**src/rtl/lp_pkg.sv**
```systemverilog
// Shared types and constants for the low-pass burst framer.
package lp_pkg;

  typedef enum logic {LP_IDLE, LP_RUN} lp_frm_state_t;

  localparam int LP_ERR_CNT_W = 16;

endpackage

```
**src/rtl/lp_sat_cnt.sv**
```systemverilog
// Saturating up-counter with synchronous clear; sticks at all-ones.
module lp_sat_cnt #(
  parameter int WIDTH = 16
) (
  input  logic             clk,
  input  logic             inc,
  input  logic             clear,
  output logic [WIDTH-1:0] value
);

  always_ff @(posedge clk) begin
    if (clear) begin
      value <= '0;
    end else if (inc && (value != {WIDTH{1'b1}})) begin
      value <= value + 1'b1;
    end
  end

endmodule

```
**src/rtl/lp_burst_framer.sv**
```systemverilog
// Frames the delay-buffer read stream into fixed-length bursts with symbol index and error flags.
// Define LP_BURST_FRAMER_ERR_CNT_EN to build the saturating error counter behind o_err_cnt.
module lp_burst_framer
  import lp_pkg::*;
#(
  parameter  int DATA_WIDTH = 32,
  parameter  int BURST_LEN  = 64,
  parameter  int SYM_NUM    = 14,
  localparam int SYM_W      = (SYM_NUM > 1) ? $clog2(SYM_NUM) : 1
) (
  input  logic                    i_clk,
  input  logic                    i_reset,
  input  logic [DATA_WIDTH-1:0]   i_rx_data,
  input  logic                    i_rx_vld,
  input  logic                    i_rx_sop,
  output logic [DATA_WIDTH-1:0]   o_tx_data,
  output logic                    o_tx_vld,
  output logic                    o_tx_sop,
  output logic                    o_tx_eop,
  output logic [SYM_W-1:0]        o_sym_idx,
  output logic                    o_slot_done,
  output logic                    o_len_err,
  output logic                    o_orphan_err,
  output logic [LP_ERR_CNT_W-1:0] o_err_cnt
);

  localparam int              WC_W     = $clog2(BURST_LEN + 1);
  localparam logic [SYM_W-1:0] SYM_LAST = SYM_W'(SYM_NUM - 1);
  localparam logic [WC_W-1:0]  WC_LAST  = WC_W'(BURST_LEN - 1);
  localparam bit               SINGLE   = (BURST_LEN == 1);

  function automatic logic [SYM_W-1:0] sym_adv(input logic [SYM_W-1:0] s);
    return (s == SYM_LAST) ? '0 : s + 1'b1;
  endfunction

  lp_frm_state_t   state, state_d;
  logic [WC_W-1:0]  wcnt, wcnt_d;
  logic [SYM_W-1:0] sym_idx, sym_d, cur_sym;

  logic             vld_p0, sop_p0, eop_p0, slot_p0, len_p0, orph_p0;
  logic [SYM_W-1:0] idx_p0;

  logic [DATA_WIDTH-1:0] data_p1;
  logic                  vld_p1, sop_p1, eop_p1, slot_p1, len_p1, orph_p1;
  logic [SYM_W-1:0]      idx_p1;

  // sym_idx holds the running burst's index in RUN and the next burst's index in IDLE
  always_ff @(posedge i_clk) begin
    if (i_reset) begin
      state   <= LP_IDLE;
      wcnt    <= '0;
      sym_idx <= '0;
    end else begin
      state   <= state_d;
      wcnt    <= wcnt_d;
      sym_idx <= sym_d;
    end
  end

  always_comb begin
    state_d = state;
    if (i_rx_vld) begin
      unique case (state)
        LP_IDLE: if (i_rx_sop && !SINGLE) state_d = LP_RUN;
        LP_RUN: begin
          if (i_rx_sop)            state_d = SINGLE ? LP_IDLE : LP_RUN;
          else if (wcnt == WC_LAST) state_d = LP_IDLE;
        end
        default: state_d = LP_IDLE;
      endcase
    end
  end

  always_comb begin
    vld_p0  = 1'b0;
    sop_p0  = 1'b0;
    eop_p0  = 1'b0;
    slot_p0 = 1'b0;
    len_p0  = 1'b0;
    orph_p0 = 1'b0;
    idx_p0  = idx_p1;
    wcnt_d  = wcnt;
    sym_d   = sym_idx;
    cur_sym = sym_idx;
    if (i_rx_vld) begin
      if (i_rx_sop) begin
        // An early sop retires the truncated burst as a consumed symbol, without eop
        if (state == LP_RUN) begin
          cur_sym = sym_adv(sym_idx);
          len_p0  = 1'b1;
        end
        vld_p0 = 1'b1;
        sop_p0 = 1'b1;
        idx_p0 = cur_sym;
        wcnt_d = WC_W'(1);
        sym_d  = cur_sym;
        if (SINGLE) begin
          eop_p0  = 1'b1;
          slot_p0 = (cur_sym == SYM_LAST);
          sym_d   = sym_adv(cur_sym);
        end
      end else if (state == LP_RUN) begin
        vld_p0 = 1'b1;
        idx_p0 = sym_idx;
        wcnt_d = wcnt + 1'b1;
        if (wcnt == WC_LAST) begin
          eop_p0  = 1'b1;
          slot_p0 = (sym_idx == SYM_LAST);
          sym_d   = sym_adv(sym_idx);
          wcnt_d  = '0;
        end
      end else begin
        orph_p0 = 1'b1;
      end
    end
  end

  // Output stage: one-cycle registered copy of the stream plus sidebands
  always_ff @(posedge i_clk) begin
    if (i_reset) begin
      data_p1 <= '0;
      vld_p1  <= 1'b0;
      sop_p1  <= 1'b0;
      eop_p1  <= 1'b0;
      slot_p1 <= 1'b0;
      len_p1  <= 1'b0;
      orph_p1 <= 1'b0;
      idx_p1  <= '0;
    end else begin
      data_p1 <= i_rx_data;
      vld_p1  <= vld_p0;
      sop_p1  <= sop_p0;
      eop_p1  <= eop_p0;
      slot_p1 <= slot_p0;
      len_p1  <= len_p0;
      orph_p1 <= orph_p0;
      idx_p1  <= idx_p0;
    end
  end

  assign o_tx_data    = data_p1;
  assign o_tx_vld     = vld_p1;
  assign o_tx_sop     = sop_p1;
  assign o_tx_eop     = eop_p1;
  assign o_sym_idx    = idx_p1;
  assign o_slot_done  = slot_p1;
  assign o_len_err    = len_p1;
  assign o_orphan_err = orph_p1;

`ifdef LP_BURST_FRAMER_ERR_CNT_EN
  logic err_inc;

  // Both flags in one cycle still count once
  assign err_inc = len_p0 | orph_p0;

  lp_sat_cnt #(
    .WIDTH (LP_ERR_CNT_W)
  ) u_err_cnt (
    .clk   (i_clk),
    .inc   (err_inc),
    .clear (i_reset),
    .value (o_err_cnt)
  );
`else
  assign o_err_cnt = '0;
`endif

endmodule

```
**config.mk**
```make
export PLATFORM = sky130hd
export DESIGN_NAME = lp_burst_framer
export DESIGN_NICKNAME = d
export VERILOG_FILES = /design/src/rtl/lp_pkg.sv /design/src/rtl/lp_sat_cnt.sv /design/src/rtl/lp_burst_framer.sv
export SDC_FILE = /design/constraint.sdc
export NUM_CORES = 1
export LEC_CHECK = 0
export CORE_MARGIN = 8
export CORE_UTILIZATION = 43
export CTS_BUF_LIST = sky130_fd_sc_hd__clkbuf_4 sky130_fd_sc_hd__clkbuf_8 sky130_fd_sc_hd__clkbuf_16
export DETAILED_ROUTE_END_ITERATION = 16
export GPL_TIMING_DRIVEN = 0
export PLACE_DENSITY = 0.84
export SETUP_SLACK_MARGIN = 0.1
export SLEW_MARGIN = 20
export SYNTH_ARGS = -nofsm -noshare
export SYNTH_HDL_FRONTEND = slang
export SYNTH_SLANG_ARGS = --single-unit
```
**constraint.sdc**
```tcl
create_clock -name i_clk -period 4.05 [get_ports i_clk]
set_clock_uncertainty 0.2 [all_clocks]
set_input_delay 0.6075 -clock i_clk [delete_from_list [all_inputs] [get_ports i_clk]]
set_output_delay 0.6075 -clock i_clk [all_outputs]
set_load 0.02 [all_outputs]
```
==> summary.md, run 1 <==
| Metric | Value |
|---|---|
| Outcome | finished clean |
| Peak VDD IR | 155 µV |
| Slowest cell on the critical path | clkdlybuf4s50_1 |
| Startpoint Class | input pin |
| Met2 Routed Length | 2580 µm |
| Final Hold Fails | 0 |
| Maximum fanout along the worst path | 8 |
| CP Data Required Time | approximately 4.1 ns |
| TritonCTS Buffers | 5 |
| Cts hold-fix bufs | 0 |
| Placed instance area | approximately 2900 µm² |
| Die area | between 7000 and 8000 µm² |
| Design area | approximately 3000 µm² |
| DR WL met3 | 357 µm |
| Routed vias/inst | 4.84 |
| Crit path DAT | roughly 2.2 ns |
| Number of setup buffers added after CTS | 0 |
| Worst-margin pin slew | 0.615 ns |
| Non-filler cells, final | between 300 and 400 |
| FFs w/ async S/R, synth | 0 |
| Gate Count Post-Synth | 200 |
| Tmin final | about 2.2 ns |
| Prevailing post-synth register cell | dfxtp_1 |
| Pwr per Cell Area | 351 nW/µm² |
| Post-Syn Area | between 1500 and 2000 µm² |
| Die W | around 84 µm |
| Initial Util | 0.452 |
| Row count | 24 |
| Maximum operating frequency | around 460 MHz |
| Post-cts resize count | 0 |
| Distinct cells, synth | 42 |
| Vias in the first global route | roughly 1600 |
| First-pass DRT Iterations | 4 |
| Longest Clk Path Bufs | 2 |
| Placed Instances | about 340 |
| CP delay by family, top | compound AO/OA/AOI/OAI gates |
| GRT Util Overall | 0.138 |
| Die Span Y | ~84 µm |
| Clock transition at the registers of the reported paths | roughly 0.09 ns |
| HP Class | register to register |
| Largest net degree at the start of global routing | 17 |
| Yosys reg bits | between 50 and 60 |
| Layout Utilization | 0.672 |
| RSZ-0062 raised after global routing | false |
| Met1 WL | around 1900 µm |
| EDFF count, synth | 0 |
| Area delta synth->final | 48.7% |
| Slew Limit Headroom | 0.587 |
| CP endpoint kind | register |
| Post-synthesis simple-gate area fraction | 0.234 |
| Worst path bufs/invs | 1 |
| Tcrit/Tclk final | 0.540 |
| Fin. max-slew vios | 0 |
| WHS | approximately 0.27 ns |
| Worst R2R Setup Slack | roughly 2.2 ns |
| IO Port Bufs | 76 |
| Initial antenna violation count | 0 |
| DR WL/cell | 13.9 µm |
| # IOs | 94 |
| Setup Crit Path Kind | input pin to register |
| CTS root buf | clkbuf_8 |
| Max Cap Viol | 0 |
| Average cell area after synthesis | about 10 µm² |
| CTS tree | done |
| Final nets | 335 |
| Setup_tns | 0 ns |
| Highest metal used | met4 |
| Gpl congestion | 0.903 |
| Synth Area in Compound Gates | 0.118 |
| Post-synthesis sequential area ratio | 0.542 |
| Crit path cell chain | clkdlybuf4s50_1, nand2_4, o31ai_4, a31oi_1, a311oi_1 |
| Worst skew pair latency | around 0.30 ns |
| Post-Synth XOR/XNOR Area | 0.00878 |
| Top post-synthesis cells by area | dfxtp_1 (54%), nor2b_1 (10%), buf_4 (6.0%) |
| Static Leak | 1.17 nW |
| ANT cells | 0 |
| CORE AREA | around 4400 µm² |
| YS warnings | 0 |
| Largest stage delay on the critical path | 0.66 ns |
| Post-synth top area cell | dfxtp_1 |
| Largest family of logic cells by synthesized area | simple AND/OR/NAND/NOR gates |
| Total gr overflow | 0 |
| CTS H-tree depth | 2 |
| 1st-iter DRT viols | 65 |
| Synth top area share | 0.542 |
| Post-DP HPWL | slightly below 4000 µm |
| WL final | roughly 5000 µm |
| Share of layout cells above drive strength 1 | 0.100 |
| Global-route wire length before repair | between 8000 and 9000 µm |
| DR DRC count | 0 |
| Post-Synth Adder-Cell Area | 0.00627 |
| DRT antenna net count | 0 |
| Final setup violation count | 0 |
| # clock sinks | 54 |
| Vias | ~1700 |
| Mux cell area share after synthesis | 0 |
[cells by family after synthesis]
logic type | count (synthesis)
compound gates | 32
xor+xnor | 2
fa+ha+maj | 1
buf+inv | 31
flops | 54
other cells | 1
simple gates | 79
[power by group]
group / switching (mW) / internal (mW)
clock network: 0.168 / 0.129
logic: 0.0873 / 0.0922
registers: 0.00950 / 0.554
[area by class of cell]
class                      count  area, µm²
inverter                       6       22.5
fill                         362       1450
multi-input combinational    130        792
sequential                    54       1080
clock inverter                 2       13.8
tap                           52       65.1
clock buffer                   6       76.3
buffer                        25        156
timing repair buffer          76        761
[synthesized netlist by cell type, types with 2 or more instances]
master     number
xnor2_1         2
inv_1           6
a21oi_1         8
nor2_1         13
a211oi_1        5
a31oi_1         2
a2111oi_0       2
clkbuf_1        7
nand2_1         9
dfxtp_1        54
and3_1          3
buf_2           2
nand3_1         6
nor2b_1        32
o21ai_0         4
buf_4          16
nor3_1          3
nor4_1          2
[registers in the layout, indices dropped and copies added (netlist names)]
signal and flops:
o_len_err 1, o_tx_data 32, o_slot_done 1, o_tx_vld 1, o_tx_eop 1, wcnt 7
o_orphan_err 1, o_sym_idx 4, sym_idx 4, o_tx_sop 1, state 1
[path summary, 6_finish.rpt]
check,start,end,depth (start not counted)
worst max-delay path,i_rx_vld,sym_idx[3],5
worst min-delay path,o_sym_idx[2],o_sym_idx[2],2
worst max register to register,wcnt[0],sym_idx[3],5
worst min register to register,o_sym_idx[2],o_sym_idx[2],2
[stage by stage]
step,setup slack (ns),power [mW]
2_1_floorplan,2.24,0.669
3_3_place_gp,1.59,0.753
3_5_place_dp,1.53,0.757
4_1_cts,1.87,1.05
5_1_grt,1.77,1.09
6_report,1.86,1.04
[routing by layer]
layer	global-route usage	up-vias
met2	0.246	61
met3	0.0498	7
met5	0	-
met1	0.145	785
li1	-	846
met4	0.0471	0
[worst register-to-register path, cell delays in order, from the launching register on]
cell      delay [ns]
dfxtp_1         0.40
ha_1            0.26
nand4b_1        0.18
o31ai_4         0.38
a31oi_1         0.14
a311oi_1        0.24
[cell usage in the layout, fill, tap and decap left out, types with 3 or more instances in the layout]
master            n
a211oi_1          5
conb_1           16
nor2_1           13
nand3_1           6
clkbuf_8          5
a21oi_1           8
buf_4            16
clkbuf_1          7
nor3_1            3
nand2_1           9
o21ai_0           4
and3_1            3
nor2b_1          32
clkdlybuf4s50_1  76
inv_1             6
dfxtp_1          54
Note: power is estimated with default switching activity, not from simulation.
==> inputs of run 2 (changes only) <==
Settings changed: CORE_UTILIZATION 43 to 40, PLACE_DENSITY 0.84 to 0.78.
Clock period 4.05 ns to 2.1 ns, I/O delays scaled along.
==> run 2 against run 1 <==
Effect of this change:
- hold slack got worse by 0.088 ns
- largest power group unchanged
- power rose by 100%
- clock-buffer cell count fell by 1
- cell count rose by 4.3%
- flip-flop and latch count did not move
- global-route usage fell by 1.6 points
- combinational power rose by 91%
- critical path depth did not move
- cell area rose by 1.4%
==> summary.md, run 2 (same netlist as run 1, synthesis figures left out) <==
| Metric | Value |
|---|---|
| R2R depth | 5 (unchanged) |
| Longest Clk Path Bufs | 2 (unchanged) |
| Die W | 86.6 µm (was 84.1 µm) |
| Startpoint Class | register (was input pin) |
| Total gr overflow | 0 (unchanged) |
| DR WL/cell | 12.9 µm (was 13.9 µm) |
| Commonest cells after routing, fill and taps aside | clkdlybuf4s50_1 (76), dfxtp_1 (54), nor2b_1 (32) (unchanged) |
| Area delta synth->final | 50.8% (was 48.7%) |
| Pwr per Cell Area | 708 nW/µm² (was 351 nW/µm²) |
| Worst-margin pin slew | 0.624 ns (was 0.615 ns) |
| Final nets | 335 (unchanged) |
| Number of setup buffers added after CTS | 0 (unchanged) |
| Post-Place Setup Slack | -0.116 ns (was 1.53 ns) |
| Global-route wire length before repair | 7320 µm (was 8010 µm) |
| Share of layout cells above drive strength 1 | 0.100 (unchanged) |
| # IOs | 94 (unchanged) |
| RR Startpoint | wcnt[0] (unchanged) |
| Post-DP HPWL | 3690 µm (was 3840 µm) |
| Peak VDD IR | 289 µV (was 155 µV) |
| Maximum operating frequency | around 530 MHz |
| CTS root buf | clkbuf_8 (unchanged) |
| CP Data Required Time | 2.11 ns (was 4.06 ns) |
| Largest net degree at the start of global routing | 18 (was 17) |
| TritonCTS Buffers | 5 (unchanged) |
| CP endpoint kind | register (unchanged) |
| Placed Instances | 358 (was 343) |
| Setup_tns | 0 ns (unchanged) |
| Static Leak | 1.18 nW (was 1.17 nW) |
| Crit path capture | sym_idx[3] (unchanged) |
| IO Port Bufs | 76 (unchanged) |
| CTS tree | done (unchanged) |
| Vias in the first global route | 1516 (was 1592) |
| Placed instance area | 2900 µm² (was 2880 µm²) |
| Design area | 3010 µm² (was 2970 µm²) |
| 1st-iter DRT viols | 88 (was 65) |
| Commonest non-fill, non-tap cell in the layout | clkdlybuf4s50_1 (unchanged) |
| Initial Util | 0.420 (was 0.452) |
| Die area | 7510 µm² (was 7080 µm²) |
| Tot Pwr | 2.13 mW (was 1.04 mW) |
| ANT cells | 0 (unchanged) |
| Outcome | finished clean (unchanged) |
| Worst Setup SP | wcnt[0] (was i_rx_vld) |
| # clock sinks | 54 (unchanged) |
| Tcrit/Tclk final | 0.899 |
| Row count | 25 (was 24) |
| HP Class | input pin to register (was register to register) |
| Max Cap Viol | 0 (unchanged) |
| RSZ-0062 raised after global routing | false (unchanged) |
| DR DRC count | 0 (unchanged) |
| Clock transition at the registers of the reported paths | 0.10 ns (was 0.09 ns) |
| Slew Limit Headroom | 0.581 (was 0.587) |
| Worst R2R Setup Slack | 0.21 ns (was 2.17 ns) |
| Tmin final | between 1.5 and 2 ns |
| GRT Util Overall | 0.122 (was 0.138) |
| Die Span Y | 86.6 µm (was 84.1 µm) |
| Largest register FFs | 32 (unchanged) |
| Gpl congestion | 0.886 (was 0.903) |
| Vias | 1677 (was 1699) |
| DRT antenna net count | 0 (unchanged) |
| Final setup violation count | 0 (unchanged) |
| First-pass DRT Iterations | 4 (unchanged) |
| Crit path DAT | 1.90 ns (was 2.20 ns) |
| Routed vias/inst | 4.58 (was 4.84) |
| Cts hold-fix bufs | 0 (unchanged) |
| Fin. max-slew vios | 0 (unchanged) |
| Worst skew pair latency | 0.30 ns (about the same) |
| WL final | 4710 µm (was 4880 µm) |
| Setup Crit Path Kind | register to register (was input pin to register) |
| Slowest cell on the critical path | dfxtp_1 (was clkdlybuf4s50_1) |
| CTS H-tree depth | 2 (unchanged) |
| CORE AREA | 4750 µm² (was 4410 µm²) |
| Critical R2R Capture | sym_idx[3] (unchanged) |
| Non-filler cells, final | 366 (was 351) |
| Final Hold Fails | 0 (unchanged) |
| HP Start | i_rx_sop (was o_sym_idx[2]) |
| Largest stage delay on the critical path | 0.41 ns (was 0.66 ns) |
| Post-cts resize count | 0 (unchanged) |
| Initial antenna violation count | 0 (unchanged) |
| Crit path cell chain | ha_1, nand4b_1, o31ai_4, a31oi_1, a311oi_1 (was clkdlybuf4s50_1, nand2_4, o31ai_4, a31oi_1, a311oi_1) |
| Maximum fanout along the worst path | 7 (was 8) |
| Final WS setup | 0.212 ns (was 1.86 ns) |
-- run 2: changes by cell type in the layout (fill, tap and decap cells not counted), sizes merged --
cell / before / now
inv: 6 / 7
clkinv: 2 / 1
clkbuf: 13 / 12
bufinv: 0 / 1
-- run 2: metal layers --
layer	wire length [µm]	vias up	track usage
met1	1920	760	0.135
met4	56	0	0.0423
met2	2330	71	0.212
met5	0	-	0
met3	401	5	0.0406
li1	-	841	-
-- run 2: worst min-delay path by stage --
stage / to / slack [ns] / cells past startpoint
after floorplan: o_tx_eop / 0.19 / 1
after global placement: o_sym_idx[2] / 0.25 / 2
after detailed placement: o_sym_idx[2] / 0.25 / 2
after CTS: o_len_err / 0.18 / 3
after global routing: o_len_err / 0.19 / 3
final: o_len_err / 0.18 / 3
-- run 2: worst max-delay path, delay by kind of cell, from the launching register on --
kind | cells | cell delay, ns
simple gates | 1 | 0.18
fa+ha+maj | 1 | 0.26
compound gates | 3 | 0.75
flops | 1 | 0.41
-- run 2: power by group --
part | internal (mW) | switching, mW
Sequential | 1.07 | 0.0182
Clock | 0.358 | 0.340
Combinational | 0.178 | 0.166
-- run 2: per-stage QoR --
step                hold WS (ns)  utilization
floorplan                  0.190            -
global placement           0.247        0.609
detailed placement         0.251        0.609
CTS                        0.182        0.633
global route               0.191        0.633
finish                     0.181        0.633
-- run 2: final cells by class --
type | instances | area [µm²]
Tap cell | 67 | 83.8
Multi-Input combinational cell | 130 | 792
Timing Repair Buffer | 76 | 761
Buffer | 25 | 156
Clock buffer | 5 | 68.8
Fill cell | 417 | 1750
Sequential cell | 54 | 1080
Clock inverter | 3 | 43.8
Inverter | 6 | 22.5
==> inputs of run 3 (changes only) <==
Settings changed: PLACE_DENSITY 0.78 to 0.79.
==> run 3 against run 2 <==
Effect of this change:
- critical path depth increased by 1
- largest cell class unchanged
- cell count increased by 0.82%
- utilization increased by 0.079 points
- critical endpoint is now sym_idx[1]
- highest routed layer unchanged
==> summary.md, run 3 (same netlist as run 1, synthesis figures left out) <==
| Metric | Value |
|---|---|
| Final setup violation count | 0 (unchanged) |
| Sw frac | 0.257 (was 0.246) |
| Gpl congestion | 0.848 (was 0.886) |
| WHS | 0.189 ns (was 0.181 ns) |
| Fin. max-slew vios | 0 (unchanged) |
| CTS tree | done (unchanged) |
| Placed Instances | 358 (unchanged) |
| Final WS setup | 0.184 ns (was 0.212 ns) |
| Largest register FFs | 32 (unchanged) |
| Row count | 25 (unchanged) |
| CTS root buf | clkbuf_8 (unchanged) |
| Die W | 86.6 µm (unchanged) |
| # IOs | 94 (unchanged) |
| Area delta synth->final | 51.0% (was 50.8%) |
| Static Leak | 1.19 nW (was 1.18 nW) |
| CTS H-tree depth | 2 (unchanged) |
| Die area | 7510 µm² (unchanged) |
| Slowest cell on the critical path | dfxtp_1 (unchanged) |
| Vias in the first global route | 1519 (was 1516) |
| Total gr overflow | 0 (unchanged) |
| Startpoint Class | register (unchanged) |
| Tmin final | 1.92 ns (was 1.89 ns) |
| First-pass DRT Iterations | 4 (unchanged) |
| WL final | 4840 µm (was 4710 µm) |
| Routed vias/inst | 4.50 (was 4.58) |
| Cts hold-fix bufs | 0 (unchanged) |
| Reg power frac | 0.540 (was 0.511) |
| HP Class | input pin to register (unchanged) |
| DR DRC count | 0 (unchanged) |
| Tcrit/Tclk final | 0.913 (was 0.899) |
| Comb power frac | 0.172 (was 0.162) |
| CP delay by family, top | compound AO/OA/AOI/OAI gates (unchanged) |
| Vias | 1659 (was 1677) |
| Outcome | finished clean (unchanged) |
| Clock Power Share | 0.288 (was 0.328) |
| Worst skew pair latency | 0.30 ns (about the same) |
| Worst-margin pin slew | 0.574 ns (was 0.624 ns) |
| Non-filler cells, final | 369 (was 366) |
| Worst path bufs/invs | 1 (was 0) |
| Switching power total | 517 µW (was 525 µW) |
| TritonCTS Buffers | 5 (unchanged) |
| Clock transition at the registers of the reported paths | 0.09 ns (was 0.10 ns) |
| DR WL/cell | 13.1 µm (was 12.9 µm) |
| Setup Crit Path Kind | register to register (unchanged) |
| Post-Place Setup Slack | -0.104 ns (was -0.116 ns) |
| Max Cap Viol | 0 (unchanged) |
| Slew Limit Headroom | 0.615 (was 0.581) |
| GRT Util Overall | 0.124 (was 0.122) |
| Initial antenna violation count | 0 (unchanged) |
| Final nets | 338 (was 335) |
| Share of layout cells above drive strength 1 | 0.116 (was 0.100) |
| Initial Util | 0.420 (unchanged) |
| Int Power | 1.50 mW (was 1.61 mW) |
| Maximum operating frequency | 522 MHz (was 530 MHz) |
| Crit path cell chain | ha_2, nand4b_1, o31ai_4, buf_4, nand2_1, a32o_1 (was ha_1, nand4b_1, o31ai_4, a31oi_1, a311oi_1) |
| Final Hold Fails | 0 (unchanged) |
| Pwr per Cell Area | 669 nW/µm² (was 708 nW/µm²) |
| ANT cells | 0 (unchanged) |
| DRT antenna net count | 0 (unchanged) |
| CORE AREA | 4750 µm² (unchanged) |
| # clock sinks | 54 (unchanged) |
| Largest stage delay on the critical path | 0.39 ns (was 0.41 ns) |
| CP Data Required Time | 2.11 ns (about the same) |
| 1st-iter DRT viols | 51 (was 88) |
| Fill cells | 416 (was 417) |
| Crit path DAT | 1.92 ns (was 1.90 ns) |
| RSZ-0062 raised after global routing | false (unchanged) |
| IO Port Bufs | 76 (unchanged) |
| Peak VDD IR | 277 µV (was 289 µV) |
| Commonest non-fill, non-tap cell in the layout | clkdlybuf4s50_1 (unchanged) |
| Post-DP HPWL | 3800 µm (was 3690 µm) |
| Global-route wire length before repair | 7420 µm (was 7320 µm) |
| CP endpoint kind | register (unchanged) |
| Largest net degree at the start of global routing | 17 (was 18) |
| Longest Clk Path Bufs | 2 (unchanged) |
| Die Span Y | 86.6 µm (unchanged) |
| Commonest cells after routing, fill and taps aside | clkdlybuf4s50_1 (76), dfxtp_1 (53), nor2b_1 (32) (was clkdlybuf4s50_1 (76), dfxtp_1 (54), nor2b_1 (32)) |
| Maximum fanout along the worst path | 5 (was 7) |
| Tot Pwr | 2.02 mW (was 2.13 mW) |
==> run 3: layer usage <==
layer  wire, µm  GRT usage  vias up
met2       2320      0.211       63
met4         99     0.0532        0
met1       2090      0.137      740
li1           -          -      848
met3        337     0.0435        8
met5          0          0        -
==> run 3: final timing paths <==
path,start,slack (ns),to,cells past startpoint
min reg2reg,o_sym_idx[2],0.27,o_sym_idx[2],2
max,wcnt[1],0.18,sym_idx[1],6
max reg2reg,wcnt[1],0.18,sym_idx[1],6
min,i_rx_sop,0.19,o_len_err,3
==> run 3: power by group through the flow <==
stage | combinational (mW) | clock [mW] | sequential [mW]
final | 0.348 | 0.580 | 1.09
after global routing | 0.374 | 0.631 | 1.09
after CTS | 0.347 | 0.596 | 1.09
after detailed placement | 0.346 | 0 | 1.11
after global placement | 0.342 | 0 | 1.11
after floorplan | 0.129 | 0 | 1.16
==> run 3: cell type report <==
class                   count  area (µm²)  share of cell area
clock inverters             2        13.8             0.00457
repair buffers             79         783               0.260
multi-input cells         130         795               0.264
inverters                   6        22.5             0.00748
flip-flops and latches     54        1080               0.359
well taps                  67        83.8              0.0278
clock buffers               6        76.3              0.0253
plain buffers              25         156              0.0519
==> run 3: what timing repair did <==
item / CTS / global route
resized for setup: 0 / 2
endpoints found under the setup margin: 0 / 3
setup buffers: 0 / 3
hold endpoints to repair: 0 / 0
==> run 3: worst reg2reg max path: stages, from the launching register on <==
cell	delay (ns)
dfxtp_1	0.39
ha_2	0.24
nand4b_1	0.16
o31ai_4	0.34
buf_4	0.19
nand2_1	0.05
a32o_1	0.26
==> run 3: stage by stage <==
stage / cell area [µm²] / setup TNS (ns) / utilization
after global routing: 3010 / 0 / 0.634
after detailed placement: 2900 / -0.263 / 0.609
after floorplan: 2050 / 0 / -
after CTS: 2990 / 0 / 0.628
final: 3010 / 0 / 0.634
after global placement: 2900 / -0.337 / 0.609
